--- src/rtl/rv_pkg.sv ---
// Shared RV32 decode constants: base opcodes and the immediate-select (extop)
// encoding that both this stage and the immediate generator switch on.
package rv_pkg;

    typedef logic [2:0] extop_t;

    localparam logic [6:0] OPC_LUI     = 7'b0110111;
    localparam logic [6:0] OPC_AUIPC   = 7'b0010111;
    localparam logic [6:0] OPC_JAL     = 7'b1101111;
    localparam logic [6:0] OPC_JALR    = 7'b1100111;
    localparam logic [6:0] OPC_BRANCH  = 7'b1100011;
    localparam logic [6:0] OPC_LOAD    = 7'b0000011;
    localparam logic [6:0] OPC_STORE   = 7'b0100011;
    localparam logic [6:0] OPC_OPIMM   = 7'b0010011;
    localparam logic [6:0] OPC_OP      = 7'b0110011;
    localparam logic [6:0] OPC_MISCMEM = 7'b0001111;
    localparam logic [6:0] OPC_SYSTEM  = 7'b1110011;

    localparam extop_t IMMI = 3'b000;
    localparam extop_t IMMU = 3'b001;
    localparam extop_t IMMS = 3'b010;
    localparam extop_t IMMB = 3'b011;
    localparam extop_t IMMJ = 3'b100;

endpackage

--- src/rtl/opc_classify.sv ---
// Combinational opcode classifier: picks the immediate format and flags
// opcodes outside the RV32I base set.
module opc_classify
    import rv_pkg::*;
(
    input  logic [6:0] opcode,
    output extop_t     extop,
    output logic       illegal
);

    // Opcode to immediate-format / legality lookup
    always_comb begin
        extop   = IMMI;
        illegal = 1'b0;
        case (opcode)
            OPC_LUI, OPC_AUIPC: begin
                extop   = IMMU;
                illegal = 1'b0;
            end
            OPC_JAL: begin
                extop   = IMMJ;
                illegal = 1'b0;
            end
            OPC_JALR, OPC_LOAD, OPC_OPIMM, OPC_MISCMEM, OPC_SYSTEM, OPC_OP: begin
                extop   = IMMI;
                illegal = 1'b0;
            end
            OPC_STORE: begin
                extop   = IMMS;
                illegal = 1'b0;
            end
            OPC_BRANCH: begin
                extop   = IMMB;
                illegal = 1'b0;
            end
            default: begin
                extop   = IMMI;
                illegal = 1'b1;
            end
        endcase
    end

endmodule

--- src/rtl/id_decode_stage.sv ---
// Registered decode stage: one-entry output register behind a valid/ready
// handshake, presenting the opcode class and raw immediate fields.
module id_decode_stage
    import rv_pkg::*;
#(
    parameter int                XLEN     = 32,
    parameter logic [XLEN-1:0]   PC_RESET = 32'h0000_0000
) (
    input  logic            clk,
    input  logic            rst_n,
    input  logic            in_valid,
    output logic            in_ready,
    input  logic [XLEN-1:0] in_inst,
    input  logic [XLEN-1:0] in_pc,
    input  logic            flush,
    output logic            out_valid,
    input  logic            out_ready,
    output logic [XLEN-1:0] out_pc,
    output logic [6:0]      out_opcode,
    output logic [4:0]      out_rd,
    output logic [4:0]      out_rs1,
    output logic [4:0]      out_rs2,
    output logic [2:0]      out_funct3,
    output logic [6:0]      out_funct7,
    output logic [11:0]     out_immI,
    output logic [11:0]     out_immS,
    output logic [11:0]     out_immB,
    output logic [19:0]     out_immU,
    output logic [19:0]     out_immJ,
    output logic [2:0]      out_extop,
    output logic            out_illegal
);

    logic            valid_r;
    logic [XLEN-1:0] inst_r;
    logic [XLEN-1:0] pc_r;
    extop_t          extop_r;
    logic            illegal_r;

    logic            ready_s;
    logic            accept_s;
    extop_t          cls_extop_s;
    logic            cls_illegal_s;

    opc_classify u_classify (
        .opcode  (in_inst[6:0]),
        .extop   (cls_extop_s),
        .illegal (cls_illegal_s)
    );

    // Ready is combinational from out_ready so a consumed entry can be replaced in the same cycle
    always_comb begin
        ready_s  = !valid_r || out_ready;
        accept_s = in_valid && ready_s && !flush;
    end

    // Output register; flush beats accept, and fields only move on accept
    always_ff @(posedge clk or negedge rst_n) begin
        if (!rst_n) begin
            valid_r   <= 1'b0;
            inst_r    <= '0;
            pc_r      <= PC_RESET;
            extop_r   <= IMMI;
            illegal_r <= 1'b0;
        end else if (flush) begin
            valid_r   <= 1'b0;
        end else if (accept_s) begin
            valid_r   <= 1'b1;
            inst_r    <= in_inst;
            pc_r      <= in_pc;
            extop_r   <= cls_extop_s;
            illegal_r <= cls_illegal_s;
        end else if (out_ready) begin
            valid_r   <= 1'b0;
        end else begin
            valid_r   <= valid_r;
        end
    end

    assign in_ready    = ready_s;
    assign out_valid   = valid_r;
    assign out_pc      = pc_r;
    assign out_extop   = extop_r;
    assign out_illegal = illegal_r;

    // Field slicing straight off the captured word; B/J drop their implicit zero LSB
    assign out_opcode  = inst_r[6:0];
    assign out_rd      = inst_r[11:7];
    assign out_rs1     = inst_r[19:15];
    assign out_rs2     = inst_r[24:20];
    assign out_funct3  = inst_r[14:12];
    assign out_funct7  = inst_r[31:25];
    assign out_immI    = inst_r[31:20];
    assign out_immS    = {inst_r[31:25], inst_r[11:7]};
    assign out_immB    = {inst_r[31], inst_r[7], inst_r[30:25], inst_r[11:8]};
    assign out_immU    = inst_r[31:12];
    assign out_immJ    = {inst_r[31], inst_r[19:12], inst_r[20], inst_r[30:21]};

endmodule

--- config.mk ---
export PLATFORM = sky130hd
export DESIGN_NAME = id_decode_stage
export DESIGN_NICKNAME = d
export VERILOG_FILES = /design/src/rtl/rv_pkg.sv /design/src/rtl/opc_classify.sv /design/src/rtl/id_decode_stage.sv
export SDC_FILE = /design/constraint.sdc
export NUM_CORES = 1
export LEC_CHECK = 0
export BUFFER_PORTS_ARGS = -buffer_cell sky130_fd_sc_hd__buf_2
export CORE_ASPECT_RATIO = 0.5
export CORE_UTILIZATION = 45
export DETAILED_ROUTE_END_ITERATION = 8
export GPL_TIMING_DRIVEN = 0
export PLACE_DENSITY = 0.84
export SETUP_SLACK_MARGIN = 0.2
export SYNTH_ARGS = -nofsm -noshare
export SYNTH_HDL_FRONTEND = slang
export SYNTH_SLANG_ARGS = --single-unit
--- constraint.sdc ---
create_clock -name clk -period 3.1 [get_ports clk]
set_clock_uncertainty 0.05 [all_clocks]
set_input_delay 0.31 -clock clk [delete_from_list [all_inputs] [get_ports clk]]
set_output_delay 0.31 -clock clk [all_outputs]
set_load 0.01 [all_outputs]
==> flow_summary.ini <==
[run_status]
status = complete, but fails checks
violations = DRC

[finish]
final_common_cell = buf_2
final_util_pct = 66.6
layout-drive-gt1-share_pct = 80.4
syn_to_final_growth_pct = 43.0
final_cell_mix = buf_2, buf_4, dfrtp_1
post-route-cell-area_um2 = 4900
stdcell_count = 571
layout.nets = 539
num_antenna_cells = 0

[floorplanning]
num_rows = 22
dieHeight_um = 63.7
dieArea_um2 = 7980
start_util_pct = 46.6
coreArea_um2 = 7350
chipWidth_um = 125
io_pins = 215

[global_routing]
grt_pass1_vias = 2401
antenna_found_initial = 0
track_usage_pct = 19.1
grt_max_degree = 70
grt_overflow = 0
grt_pass1_wl_um = 11700

[clocking]
ctsResizeCount = 0
clock_latency_ns = 0.32
cts_root_buf = clkbuf_16
postCtsSetupBuffers = 0
cts_tree = yes
clk_pin_slew_ns = 0.05
cts_hold_buf = 0
cts_buffer_depth = 2
cts_max_level = 3
cts_sinks = 69
cts_buffers = 9

[place]
gp_congestion = 0.802
place_ws_ns = 1.42
dp_hpwl_um = 5620
placed_cell_area_um2 = 4620
placed_cells = 555
port_buffers = 214

[timing]
relSlewSlack_pct = 43.9
rsz0062_at_grt = false
slew_viol_final = 0
setup_viol = 0
period_share_pct = 51.9
final_hold_viol_count = 0
fmax_mhz = 621
finalSetupTns_ns = 0
fin_ws_ns = 1.49
worst_hold_slack_ns = 0.0569
period_minus_slack_ns = 1.61
worst_slew_pin_slew_ns = 0.842

[synthesis]
ys_seq_area_share_pct = 50.4
avgSynthCellArea_um2 = 14.0
dominantRegCellSynth = dfrtp_1
ys_seq_elements = 69
syn_area_um2 = 3420
synth-edff-count = 0
syn_nets = 314
ys_warn_count = 0
ys_types = 25
synthArstFlopShare_pct = 100
synth_cells = 245

[worst_setup_path]
crit_path_end_kind = flop
crit_fanout = 10
crit_type = reg -> reg
rr_worst_depth = 6
crit_required_ns = 3.25
arrival_ns = 1.76
start_kind = flop

[route]
routed_via_density = 4.39
top_layer = met4
wire_per_inst_um = 13.1
m1WireLength_um = 2990
dr_total_vias = 2506
drt_iter0_markers = 116
dr_wl_met3_um = 326
drt_wl_total_um = 7470
wl_met2_um = 4070
ant_nets = 0
drc = 11
drtPass1Iterations = 7

[min_path]
hold_path.class = in -> async

[power_and_ir_drop]
powerDensity_nw_per_um2 = 638
total_power_mw = 3.13
p_leak_nw = 2.67
max-vdd-ir-drop_uv = 332

[flow_run]
maxCapViolCount = 0
## synth_stat cells (all sizes together), types with 2 or more instances
library cell  number  area, um^2
inv                3        11.3
dfrtp             69        1730
o21ai              2        10.0
mux2              63         841
nor2b              3        26.3
nor2               3        18.8
nor3               2        10.0
buf               84         648
nand2              3        11.3
a22o               3        26.3
## worst max-delay path, stage by stage, from the launching register on
cell	delay, ns
dfrtp_1	0.37
nor2b_4	0.13
buf_6	0.13
nor2_4	0.13
buf_6	0.17
buf_6	0.19
mux2_4	0.32
## registers in the layout, summed over array words and instances (netlist names)
register and flops:
inst_r 32, out_extop 3, out_illegal 1, out_pc 32, out_valid 1
## routing by layer
layer / up-vias / GRT usage [%]
li1: 1199 / -
met3: 10 / 5.95
met4: 0 / 5.95
met1: 1215 / 20.9
met2: 82 / 35.7
met5: - / 0
## cell type report
cell class	instances	area, um^2
Clock buffer	12	256
Sequential cell	69	1730
Fill cell	598	2450
Inverter	3	11.3
Multi-Input combinational cell	89	1040
Tap cell	96	120
Clock inverter	4	22.5
Buffer	84	648
Timing Repair Buffer	214	1070
## final timing paths
check | from | end | slack, ns
max in group asynchronous | rst_n | out_pc[17]$_DFFE_PN0P_ | 2.41
worst max register to register | out_valid$_DFFE_PN0P_ | out_pc[23]$_DFFE_PN0P_ | 1.49
min in group clk | flush | out_valid$_DFFE_PN0P_ | 0.11
worst max-delay path | out_valid$_DFFE_PN0P_ | out_pc[23]$_DFFE_PN0P_ | 1.49
worst min register to register | out_extop[2]$_DFFE_PN0P_ | out_extop[2]$_DFFE_PN0P_ | 0.45
worst min-delay path | rst_n | out_pc[27]$_DFFE_PN0P_ | 0.06
## power by group
group	switching, mW	internal [mW]	leakage (nW)
Clock	0.353	0.580	0.138
Combinational	0.416	0.609	1.71
Sequential	0.121	1.05	0.817
Total	0.890	2.24	2.67
## logic make-up (layout without fill, tap and decap cells)
family | Yosys count | in the layout | share of synthesized area (%)
DFF | 69 | 69 | 50.4
muxes | 63 | 63 | 24.6
and+or+nand+nor | 17 | 17 | 3.36
AOI/OAI and AO/OA | 9 | 9 | 2.41
buffers and inverters | 87 | 317 | 19.3
Note: power is estimated with default switching activity, not from simulation.
